`config.mk`:
```
export PLATFORM = sky130hd
export DESIGN_NAME = zaxis_extreme_reduce_n
export DESIGN_NICKNAME = d
export VERILOG_FILES = /design/src/rtl/zaxis_extreme_reduce_n.sv
export SDC_FILE = /design/constraint.sdc
export NUM_CORES = 1
export LEC_CHECK = 0
export CORE_UTILIZATION = 40
export DETAILED_ROUTE_END_ITERATION = 16
export DONT_BUFFER_PORTS = 1
export HOLD_SLACK_MARGIN = 0.12
export PLACE_DENSITY = 0.62
export SETUP_SLACK_MARGIN = 0.1
export SLEW_MARGIN = 0
export SYNTH_ARGS = -nofsm -noshare
export SYNTH_HDL_FRONTEND = slang
export SYNTH_SLANG_ARGS = --single-unit
```
`constraint.sdc`:
```
create_clock -name i_clk -period 3.3 [get_ports i_clk]
set_clock_uncertainty 0.15 [all_clocks]
set_input_delay 0.66 -clock i_clk [delete_from_list [all_inputs] [get_ports i_clk]]
set_output_delay 0.66 -clock i_clk [all_outputs]
set_load 0.05 [all_outputs]
```
`src/rtl/zaxis_extreme_reduce_n.sv`:
```
// Pipelined max/min reduction across P_NUM_CH scale streams with frame-latched mode and channel mask.
// Define ZAXIS_ARGMAX_EN to carry the winning channel index through the tree onto o_idx.
module zaxis_extreme_reduce_n #(
  parameter int P_DATA_WIDTH = 32,
  parameter int P_NUM_CH     = 4,
  parameter int P_IDX_WIDTH  = 3,
  parameter bit P_SIGNED     = 1'b0
) (
  input  logic                             i_clk,
  input  logic                             i_rst,
  input  logic [P_NUM_CH-1:0]              i_v_sync,
  input  logic [P_NUM_CH-1:0]              i_h_sync,
  input  logic [P_NUM_CH*P_DATA_WIDTH-1:0] i_data,
  input  logic                             i_mode,
  input  logic [P_NUM_CH-1:0]              i_ch_mask,
  output logic                             o_v_sync,
  output logic                             o_h_sync,
  output logic [P_DATA_WIDTH-1:0]          o_data,
  output logic [P_IDX_WIDTH-1:0]           o_idx,
  output logic                             o_sync_err
);

  localparam int W = P_DATA_WIDTH;
  localparam int N = P_NUM_CH;
  localparam int L = $clog2(P_NUM_CH);

  function automatic int levelCount(input int lvl);
    return (N + (1 << lvl) - 1) >> lvl;
  endfunction

  // The right-hand (higher index) leaf only wins on a strict improvement, so ties keep the lower index.
  function automatic logic takeRight(input logic [W-1:0] a, input logic aVld,
                                     input logic [W-1:0] b, input logic bVld,
                                     input logic minMode);
    logic bAbove;
    logic bBelow;
    if (P_SIGNED) begin
      bAbove = $signed(b) > $signed(a);
      bBelow = $signed(b) < $signed(a);
    end else begin
      bAbove = b > a;
      bBelow = b < a;
    end
    if (!bVld) return 1'b0;
    if (!aVld) return 1'b1;
    return minMode ? bBelow : bAbove;
  endfunction

  logic [N-1:0]   vSync_q, hSync_q, mask_q, maskLat_q;
  logic [N*W-1:0] data_q;
  logic           mode_q, modeLat_q, vPrev_q;

  logic           vAll, hAll, frameStart, effMode, errNow, errSticky, anyHigh;
  logic [N-1:0]   effMask, hMasked;

  logic [L-1:0]   vPipe_q, hPipe_q, errPipe_q, modePipe_q;
  logic [W-1:0]   tData_q [L][N];
  logic [W-1:0]   tData_d [L][N];
  logic           tVld_q  [L][N];
  logic           tVld_d  [L][N];
`ifdef ZAXIS_ARGMAX_EN
  logic [P_IDX_WIDTH-1:0] tIdx_q [L][N];
  logic [P_IDX_WIDTH-1:0] tIdx_d [L][N];
`endif

  // The first pixel of a frame must already use the freshly sampled mode and mask.
  assign vAll       = &vSync_q;
  assign frameStart = vAll & ~vPrev_q;
  assign effMode    = frameStart ? mode_q : modeLat_q;
  assign effMask    = frameStart ? mask_q : maskLat_q;
  assign hMasked    = hSync_q | ~effMask;
  assign anyHigh    = |(hSync_q & effMask);
  assign hAll       = vAll & (&hMasked);
  assign errNow     = vAll & anyHigh & ~(&hMasked);
  assign errSticky  = frameStart ? errNow : (errPipe_q[0] | errNow);

  always_comb begin
    logic [W-1:0] curData [N];
    logic         curVld  [N];
    logic         curMode;
    logic         curH;
    int           ia;
    int           ib;
    int           nIn;
`ifdef ZAXIS_ARGMAX_EN
    logic [P_IDX_WIDTH-1:0] curIdx [N];
`endif
    for (int i = 0; i < N; i++) begin
      curData[i] = data_q[i*W +: W];
      curVld[i]  = effMask[i];
`ifdef ZAXIS_ARGMAX_EN
      curIdx[i]  = P_IDX_WIDTH'(i);
`endif
    end
    curMode = effMode;
    curH    = hAll;
    for (int l = 0; l < L; l++) begin
      nIn = levelCount(l);
      for (int i = 0; i < N; i++) begin
        ia = (2*i < N) ? 2*i : 0;
        ib = (2*i+1 < N) ? 2*i+1 : 0;
        tData_d[l][i] = '0;
        tVld_d[l][i]  = 1'b0;
`ifdef ZAXIS_ARGMAX_EN
        tIdx_d[l][i]  = '0;
`endif
        if (2*i+1 < nIn) begin
          if (takeRight(curData[ia], curVld[ia], curData[ib], curVld[ib], curMode)) begin
            tData_d[l][i] = curData[ib];
`ifdef ZAXIS_ARGMAX_EN
            tIdx_d[l][i]  = curIdx[ib];
`endif
          end else begin
            tData_d[l][i] = curData[ia];
`ifdef ZAXIS_ARGMAX_EN
            tIdx_d[l][i]  = curIdx[ia];
`endif
          end
          tVld_d[l][i] = curVld[ia] | curVld[ib];
        end else if (2*i < nIn) begin
          tData_d[l][i] = curData[ia];
          tVld_d[l][i]  = curVld[ia];
`ifdef ZAXIS_ARGMAX_EN
          tIdx_d[l][i]  = curIdx[ia];
`endif
        end
      end
      // The last level is the output register: blank it outside valid pixels or when nothing participated.
      if (l == L-1 && !(curH && tVld_d[l][0])) begin
        tData_d[l][0] = '0;
`ifdef ZAXIS_ARGMAX_EN
        tIdx_d[l][0]  = '0;
`endif
      end
      for (int i = 0; i < N; i++) begin
        curData[i] = tData_q[l][i];
        curVld[i]  = tVld_q[l][i];
`ifdef ZAXIS_ARGMAX_EN
        curIdx[i]  = tIdx_q[l][i];
`endif
      end
      curMode = modePipe_q[l];
      curH    = hPipe_q[l];
    end
  end

  always_ff @(posedge i_clk) begin
    if (i_rst) begin
      vSync_q    <= '0;
      hSync_q    <= '0;
      mask_q     <= '0;
      data_q     <= '0;
      mode_q     <= 1'b0;
      vPrev_q    <= 1'b0;
      modeLat_q  <= 1'b0;
      maskLat_q  <= '1;
      vPipe_q    <= '0;
      hPipe_q    <= '0;
      errPipe_q  <= '0;
      modePipe_q <= '0;
      for (int l = 0; l < L; l++) begin
        for (int i = 0; i < N; i++) begin
          tData_q[l][i] <= '0;
          tVld_q[l][i]  <= 1'b0;
`ifdef ZAXIS_ARGMAX_EN
          tIdx_q[l][i]  <= '0;
`endif
        end
      end
    end else begin
      vSync_q <= i_v_sync;
      hSync_q <= i_h_sync;
      mask_q  <= i_ch_mask;
      data_q  <= i_data;
      mode_q  <= i_mode;
      vPrev_q <= vAll;
      if (frameStart) begin
        modeLat_q <= mode_q;
        maskLat_q <= mask_q;
      end
      vPipe_q[0]    <= vAll;
      hPipe_q[0]    <= hAll;
      errPipe_q[0]  <= errSticky;
      modePipe_q[0] <= effMode;
      for (int l = 1; l < L; l++) begin
        vPipe_q[l]    <= vPipe_q[l-1];
        hPipe_q[l]    <= hPipe_q[l-1];
        errPipe_q[l]  <= errPipe_q[l-1];
        modePipe_q[l] <= modePipe_q[l-1];
      end
      for (int l = 0; l < L; l++) begin
        for (int i = 0; i < N; i++) begin
          tData_q[l][i] <= tData_d[l][i];
          tVld_q[l][i]  <= tVld_d[l][i];
`ifdef ZAXIS_ARGMAX_EN
          tIdx_q[l][i]  <= tIdx_d[l][i];
`endif
        end
      end
    end
  end

  assign o_v_sync   = vPipe_q[L-1];
  assign o_h_sync   = hPipe_q[L-1];
  assign o_sync_err = errPipe_q[L-1];
  assign o_data     = tData_q[L-1][0];
`ifdef ZAXIS_ARGMAX_EN
  assign o_idx      = tIdx_q[L-1][0];
`else
  assign o_idx      = '0;
`endif

endmodule
```
==> flow_summary.yaml, run 1 <==
critical_path:
  cp-end-kind: "flip-flop"
  worstReg2RegStart: "tData_q[0][46]"
  cp.required_ns: 3.57
  worst-path-max-fanout: 20
  startpoint_type: "flip-flop"
  r2r_end: "tData_q[1][59]"
  crit_type: "reg -> reg"
  r2r_slack_ns: 0.27
  worst-r2r-cell-count: 10
  arrival_ns: 3.30
sta:
  slew_violations: 0
  fmax_mhz: 330
  finalHoldViolCount: 0
  whs_ns: 0.140
  setup-violations-final: 0
  finalSetupTns_ns: 0
  rsz0062_at_grt: "no"
  fin_crit_sh: 0.919
  relSlewSlack: 0.456
  min_period_ns: 3.03
  worst_pin_slew_ns: 0.794
logic_synthesis:
  netlist_top_cells_area: "dfxtp_1 (47%), ha_1 (11%), nor2b_1 (8.7%)"
  postSynthAreaPerCell_um2: 10.1
  synth_edf_count: 0
  netlist-cell-type-count: 43
  yosysTopAreaCell: "dfxtp_1"
  netlist_area_um2: 10600
  synth_common_cells: "dfxtp_1 (250), nor2b_1 (148), nand2b_1 (131), inv_1 (104), ha_1 (96)"
  netlist_instances: 1058
  synth.top_cell.area_share: 0.471
  synth_ff_type: "dfxtp_1"
  synth_seq_area_share: 0.471
  ys_ff_latch: 250
  yosys_warnings: 0
  async_reset_ff_frac: 0
  yosysMostFrequentCell: "dfxtp_1"
floorplanning:
  die_w_um: 165
  core_um2: 26100
  die_h_um: 165
  initial_utilization: 0.408
  boundaryPins: 181
  dieArea_um2: 27200
  rows: 59
hold_path:
  min-delay-start: "i_data[14]"
  hold_class: "in -> reg"
  worst_hold_path.num_cells: 1
  holdPathEnd: "data_q[14]"
clock_tree:
  post_cts_buffers: 0
  htreeDepth: 1
  insertion_delay_ns: 0.55
  cts_made_buffers: 28
  cts.clk_slew.worst_paths_ns: 0.06
  cts_tree: "built"
  clock-root-buffer: "clkbuf_16"
  clockBufferDepth: 3
  clkSinkCount: 250
drt:
  antenna_left: 0
  vias: 7332
  firstDrtPassIters: 4
  wl_per_cell_um: 15.8
  routed_via_density: 4.78
  routed_wl_um: 24200
  drt_iter0_markers: 331
  drc: 0
global_route:
  grt.overflow.total: 0
  grt_pass1_wl_um: 37500
  grt_max_degree: 142
  grt.total_usage: 0.179
  grt_pass1_vias: 7310
  antenna_found_initial: 1
power:
  total_power_mw: 7.28
  p_leak_nw: 5.40
  ir_drop_v: 0.000473
  p_per_area_nw_per_um2: 552
placement:
  gp_congestion: 0.770
  dp_hpwl_um: 16400
  io_buffers: 0
layout:
  drive_above_1_share: 0.0543
  syn_to_final_growth_pct: 24.0
  area.sequential_um2: 5000
  fillers: 2345
  num-nets-final: 1417
  antennaDiodeCount: 0
  multiInputGateArea_um2: 5030
run_status:
  outcome: "complete, no violations"
job:
  drv_cap: 0
placed cells by master, fill, tap and decap left out, types with 3 or more instances in the layout:
| master | count |
|---|---|
| dlygate4sd3_1 | 128 |
| clkinvlp_4 | 4 |
| clkbuf_1 | 3 |
| nor4_1 | 6 |
| a21o_1 | 5 |
| dfxtp_1 | 250 |
| nand2_1 | 26 |
| clkbuf_16 | 28 |
| o22ai_1 | 3 |
| clkinv_2 | 4 |
| a221o_1 | 3 |
| nand4_1 | 16 |
| a21oi_1 | 44 |
| o211ai_1 | 4 |
| nand3_1 | 13 |
| o21ai_0 | 18 |
| inv_1 | 104 |
| a32o_1 | 32 |
| nand2b_1 | 131 |
| conb_1 | 3 |
| clkbuf_8 | 6 |
| nor2b_1 | 148 |
| buf_4 | 7 |
| ha_1 | 96 |
| and4_1 | 5 |
| nor2_1 | 9 |
| mux2i_1 | 68 |
power by group:
group	switching [mW]	internal (mW)	leakage, nW
registers	0.105	3.18	2.06
clock network	1.25	1.85	0.451
logic	0.443	0.453	2.89
layer usage:
| metal | vias to the layer above | routed length (µm) | track usage |
|---|---|---|---|
| met5 | - | 13 | 0 |
| met4 | 2 | 792 | 0.0638 |
| met3 | 45 | 1160 | 0.0395 |
| met2 | 156 | 11800 | 0.316 |
| met1 | 3359 | 10500 | 0.210 |
| li1 | 3770 | - | - |
critical path, cell delays in order (launching register included):
cell	delay, ns
dfxtp_1	0.34
inv_1	0.05
ha_1	0.30
nand4_1	0.24
nor4_4	0.38
o21ai_1	0.19
a31oi_2	0.28
o21ai_0	0.20
o2111a_1	0.31
buf_4	0.22
a32o_1	0.23
through the flow:
stage,setup WS (ns),cells,cell area [µm²],util
finish,0.268,1533,13200,0.506
CTS,0.108,1532,13200,0.505
global route,0.115,1533,13200,0.506
detailed placement,0.00584,1354,10900,0.419
floorplan,0.606,1060,10600,-
global placement,0.0862,1354,10900,0.419
worst max path at each step:
stage / startpoint / slack [ns] / cells after the start / to
6_report: tData_q[0][46] / 0.27 / 10 / tData_q[1][59]
5_1_grt: tData_q[0][45] / 0.11 / 10 / tData_q[1][58]
4_1_cts: tData_q[0][45] / 0.11 / 10 / tData_q[1][58]
3_5_place_dp: tData_q[0][45] / 0.006 / 10 / tData_q[1][48]
3_3_place_gp: tData_q[0][46] / 0.09 / 10 / tData_q[1][59]
2_1_floorplan: data_q[94] / 0.61 / 10 / tData_q[0][10]
what timing repair did:
item,4_1_cts,5_1_grt
hold endpoints to repair,154,1
pin swaps,0,1
hold buffers,128,1
setup endpoints to repair,32,32
gates resized for setup,1,3
area by class of cell:
| type | instances | share of cell area |
|---|---|---|
| clock buffer | 37 | 0.0603 |
| sequential | 250 | 0.380 |
| inverter | 104 | 0.0296 |
| multi-input combinational | 656 | 0.382 |
| tap | 335 | 0.0318 |
| clock inverter | 13 | 0.0109 |
| timing repair buffer | 138 | 0.106 |
state kept, by name, summed over array words and instances, names as in the netlist, 2 cells and up:
signal and count:
data_q 128, tVld_q 2, errPipe_q 2, hPipe_q 2
vSync_q 4, vPipe_q 2, tData_q 96, mask_q 4
hSync_q 4, maskLat_q 4
logic make-up after synthesis:
group                    Yosys count  synth area share
AO/OA/AOI/OAI                    126            0.0858
adder cells (fa/ha/maj)           96             0.113
buffers and inverters            154            0.0607
flip-flops                       250             0.471
multiplexers                      69            0.0651
other                              1          0.000353
AND/OR/NAND/NOR                  362             0.205
Power figures use the tool's default switching activity.
==> run 2: changes to the inputs <==
clock period = 3.7 ns   (was 3.3 ns; I/O delays follow)
==> run 2 against run 1 <==
Against the previous run:
- via count down 7.2%
- routed wire length down 6.8%
- design area down 9.8%
- global-route usage down 1.2 points
- combinational power down 24%
- sequential share of layout area up 4.1 points
- highest routed layer is now met4
==> flow_summary.yaml, run 2 (synthesis gave the netlist of run 1 again) <==
critical_path:
  worst-path-max-fanout: 20
  cp.required_ns: 3.97
  cp-end-kind: "flip-flop"
  startpoint_type: "flip-flop"
  worst-r2r-cell-count: 10
  crit_type: "reg -> reg"
  arrival_ns: 3.58
  r2r_slack_ns: 0.39
hold_path:
  worst_hold_path.num_cells: 1
  hold_class: "in -> reg"
global_route:
  antenna_found_initial: 2
  grt_pass1_wl_um: 34800
  grt_pass1_vias: 6749
  grt.total_usage: 0.167
  grt.overflow.total: 0
  grt_max_degree: 256
floorplanning:
  boundaryPins: 181
  die_h_um: 165
  dieArea_um2: 27200
  initial_utilization: 0.408
  core_um2: 26100
  rows: 59
  die_w_um: 165
drt:
  firstDrtPassIters: 6
  antenna_left: 0
  routed_via_density: 4.84
  wl_per_cell_um: 16.1
  drc: 0
  routed_wl_um: 22600
  vias: 6801
  drt_iter0_markers: 306
layout:
  multiInputGateArea_um2: 5020
  largest_reg_flops: 128
  num-nets-final: 1291
  drive_above_1_share: 0.0543
  largest-register: "data_q"
  postLayoutCoreUtil: 0.456
  fillers: 2499
  stdcell_area_um2: 11900
  finalNonFillerCells: 1405
  layout_commonest_cell: "dfxtp_1"
  area.sequential_um2: 5000
  final_cell_mix: "dfxtp_1 (250), nor2b_1 (148), nand2b_1 (131)"
  top_regs: "data_q: 128 flops, tData_q: 96 flops"
  syn_to_final_growth_pct: 11.8
sta:
  worst_pin_slew_ns: 0.924
  rsz0062_at_grt: "no"
  setup-violations-final: 0
  min_period_ns: 3.31
  fin_crit_sh: 0.895
  slew_violations: 0
  fin_ws_ns: 0.388
  fmax_mhz: 302
  relSlewSlack: 0.382
  whs_ns: 0.131
  finalHoldViolCount: 0
  finalSetupTns_ns: 0
clock_tree:
  cts_made_buffers: 28
  cts_tree: "built"
  cts.clk_slew.worst_paths_ns: 0.06
  clock-root-buffer: "clkbuf_16"
  insertion_delay_ns: 0.53
  htreeDepth: 1
  clkSinkCount: 250
  clockBufferDepth: 3
placement:
  placed_area_um2: 10900
  dp_cells: 1354
  pre_cts_ws_ns: 0.398
  gp_congestion: 0.757
  io_buffers: 0
  dp_hpwl_um: 16500
power:
  total_power_mw: 6.40
  p_per_area_nw_per_um2: 538
  ir_drop_v: 0.000446
  p_leak_nw: 4.86
run_status:
  outcome: "complete, no violations"
job:
  drv_cap: 0
## run 2: cell types whose count changed in the layout (fill, tap and decap cells not counted), sizes merged
| cell | before | now |
|---|---|---|
| dlygate4sd3 | 128 | 3 |
| inv | 104 | 105 |
| bufinv | 2 | 4 |
| buf | 10 | 9 |
| clkinvlp | 4 | 0 |
| clkinv | 7 | 5 |
| diode | 0 | 1 |
## run 2: final timing paths
| path | from | endpoint |
|---|---|---|
| setup / recovery | tData_q[0][46] | tData_q[1][51] |
| hold reg to reg | data_q[2] | tData_q[0][34] |
| hold / removal | i_rst | data_q[75] |
| setup reg to reg | tData_q[0][46] | tData_q[1][51] |
## run 2: critical path, stage by stage (launching register included)
cell      delay, ns
dfxtp_1        0.33
inv_1          0.04
ha_1           0.30
nand4_1        0.20
nor4_2         0.38
o21ai_0        0.19
a31oi_1        0.34
o21ai_0        0.23
o2111a_1       0.49
buf_4          0.30
a32o_1         0.23
## run 2: power breakdown
group	switching, mW	internal (mW)	leakage, nW
Combinational	0.365	0.316	2.33
Clock	1.05	1.75	0.465
Sequential	0.0841	2.84	2.06
Total	1.49	4.91	4.86
## run 2: metal layers
layer  global-route usage  share of wire
met5                    0              0
met4               0.0509          0.025
met3               0.0385          0.063
met2                0.294           0.48
met1                0.200           0.43
## run 2: area by class of cell
| cell class | count | area share |
|---|---|---|
| multi-input combinational | 656 | 0.422 |
| clock buffer | 37 | 0.0661 |
| sequential | 250 | 0.421 |
| tap | 335 | 0.0352 |
| inverter | 104 | 0.0328 |
| timing repair buffer | 12 | 0.0103 |
| clock inverter | 10 | 0.0129 |
| antenna | 1 | 0.000210 |
## run 2: timing repair
action,4_1_cts,5_1_grt
resized for setup,0,1
setup endpoints to repair,0,20
setup buffers,0,0
endpoints found under the hold margin,25,0
hold buffers,3,0
==> run 3: changes to the inputs <==
BUFFER_PORTS_ARGS = -buffer_cell sky130_fd_sc_hd__buf_2   (was unset)
DONT_BUFFER_PORTS = unset   (was 1)
PLACE_DENSITY = 0.68   (was 0.62)
==> run 3 against run 2 <==
Against the previous run:
- final cell count rose by 12%
- routed wire length rose by 2.1%
- first-iteration DRC count rose by 59%
- fmax fell by 0.73%
- sequential power barely moved
- power rose by 4.5%
- clock-buffer cell count fell by 6
- clock power rose by 7.1%
- die area did not move
- non-clock buffer count rose by 173
- core utilization rose by 3.6 points
- design area rose by 7.9%
==> flow_summary.yaml, run 3 (synthesis gave the netlist of run 1 again) <==
critical_path:
  cpPeakStageDelay_ns: 0.48
  crit_type: "reg -> reg"
  r2r_slack_ns: 0.36
  worstReg2RegStart: "tData_q[0][46]"
  worstSetupStartpoint: "tData_q[0][46]"
  cp.required_ns: 3.96
  crit_top_cell: "o21ai_0"
  cp-end-kind: "flip-flop"
  crit_slowest_cell: "o2111a_1"
  path_cells: "inv_1, ha_1, nand4_1, nor4_1, o21ai_0, a31oi_1, o21ai_0, o2111a_1, buf_4, a32o_1"
  startpoint_type: "flip-flop"
  worst-path-max-fanout: 20
  arrival_ns: 3.60
placement:
  io_buffers: 177
  pre_cts_ws_ns: 0.430
  dp_hpwl_um: 16800
  gp_congestion: 0.798
drt:
  drt-met1-wl_um: 10500
  drt_iter0_markers: 488
  routed_via_density: 4.70
  firstDrtPassIters: 4
  routed_wl_um: 23100
  drc: 0
  dr_wl_met2_um: 11100
  wl_per_cell_um: 14.6
  dr_wl_met3_um: 997
  antenna_left: 0
  vias: 7427
  routed.top_layer: "met4"
layout:
  layout_commonest_cell: "dfxtp_1"
  fillers: 2411
  largest-register: "data_q"
  syn_to_final_growth_pct: 20.6
  num-nets-final: 1463
  largest_reg_flops: 128
  drive_above_1_share: 0.193
  final_cell_mix: "dfxtp_1 (250), buf_2 (176), nor2b_1 (148)"
  antennaDiodeCount: 0
  top_regs: "data_q: 128 flops, tData_q: 96 flops"
floorplanning:
  die_h_um: 165
  core_um2: 26100
  boundaryPins: 181
  initial_utilization: 0.408
  dieArea_um2: 27200
  rows: 59
  die_w_um: 165
clock_tree:
  cts_tree: "built"
  clkSinkCount: 250
  clock-root-buffer: "clkbuf_16"
  cts_resized: 0
  htreeDepth: 1
  post_cts_buffers: 0
  clockBufferDepth: 3
  postCtsHoldBufs: 0
  cts_made_buffers: 27
  cts.clk_slew.worst_paths_ns: 0.06
  insertion_delay_ns: 0.54
power:
  ir_drop_v: 0.000375
  p_per_area_nw_per_um2: 521
  p_leak_nw: 5.63
  total_power_mw: 6.69
sta:
  finalSetupTns_ns: 0
  fin_ws_ns: 0.364
  whs_ns: 0.259
  rsz0062_at_grt: "no"
  relSlewSlack: 0.285
  finalHoldViolCount: 0
  slew_violations: 0
  fin_crit_sh: 0.902
  setup-violations-final: 0
  min_period_ns: 3.34
  worst_pin_slew_ns: 1.07
  fmax_mhz: 300
global_route:
  grt_max_degree: 281
  grt.overflow.total: 0
  grt_pass1_vias: 7354
  antenna_found_initial: 0
  grt.total_usage: 0.170
  grt_pass1_wl_um: 36300
job:
  drv_cap: 0
run_status:
  outcome: "complete, no violations"
hold_path:
  min-delay-start: "i_data[70]"
  hold_class: "in -> reg"
run 3: changes by cell type in the layout (fill, tap and decap cells not counted), moves of 2 or more:
cell	change
buf_2	+176
buf_4	-2
bufinv_16	+3
clkbuf_1	-4
clkbuf_16	-2
clkinv_4	+2
clkinvlp_4	+4
dlygate4sd3_1	-3
run 3: cell type report:
cell class / instances / area, µm² / share of cell area
clock buffer: 31 / 721 / 0.0562
inverter: 104 / 390 / 0.0304
multi-input combinational: 656 / 5010 / 0.390
sequential: 250 / 5000 / 0.390
tap: 335 / 419 / 0.0327
timing repair buffer: 185 / 990 / 0.0771
clock inverter: 19 / 295 / 0.0230
run 3: critical path: cells and delay by family (launching register included):
family | cells | cell delay [ns]
DFF | 1 | 0.33
buffers and inverters | 2 | 0.35
AOI/OAI and AO/OA | 5 | 1.49
adders and majority gates | 1 | 0.30
and+or+nand+nor | 2 | 0.58
run 3: per-layer routing:
metal	track usage	vias up
li1	-	3846
met1	0.214	3374
met2	0.303	172
met3	0.0235	35
met4	0.0400	0
met5	0	-
run 3: stage by stage:
stage | util | cells | cell area, µm²
floorplan | - | 1060 | 10600
global placement | 0.453 | 1530 | 11800
detailed placement | 0.453 | 1530 | 11800
CTS | 0.492 | 1580 | 12800
global route | 0.492 | 1580 | 12800
finish | 0.492 | 1580 | 12800
run 3: power breakdown:
part,internal (mW),switching (mW)
registers,2.83,0.0882
logic,0.361,0.405
clock network,1.89,1.11
run 3: path summary, 6_finish.rpt:
kind	endpoint	cells past startpoint
hold reg to reg	tData_q[0][34]	2
setup / recovery	tData_q[1][62]	10
setup reg to reg	tData_q[1][62]	10
hold / removal	data_q[70]	2
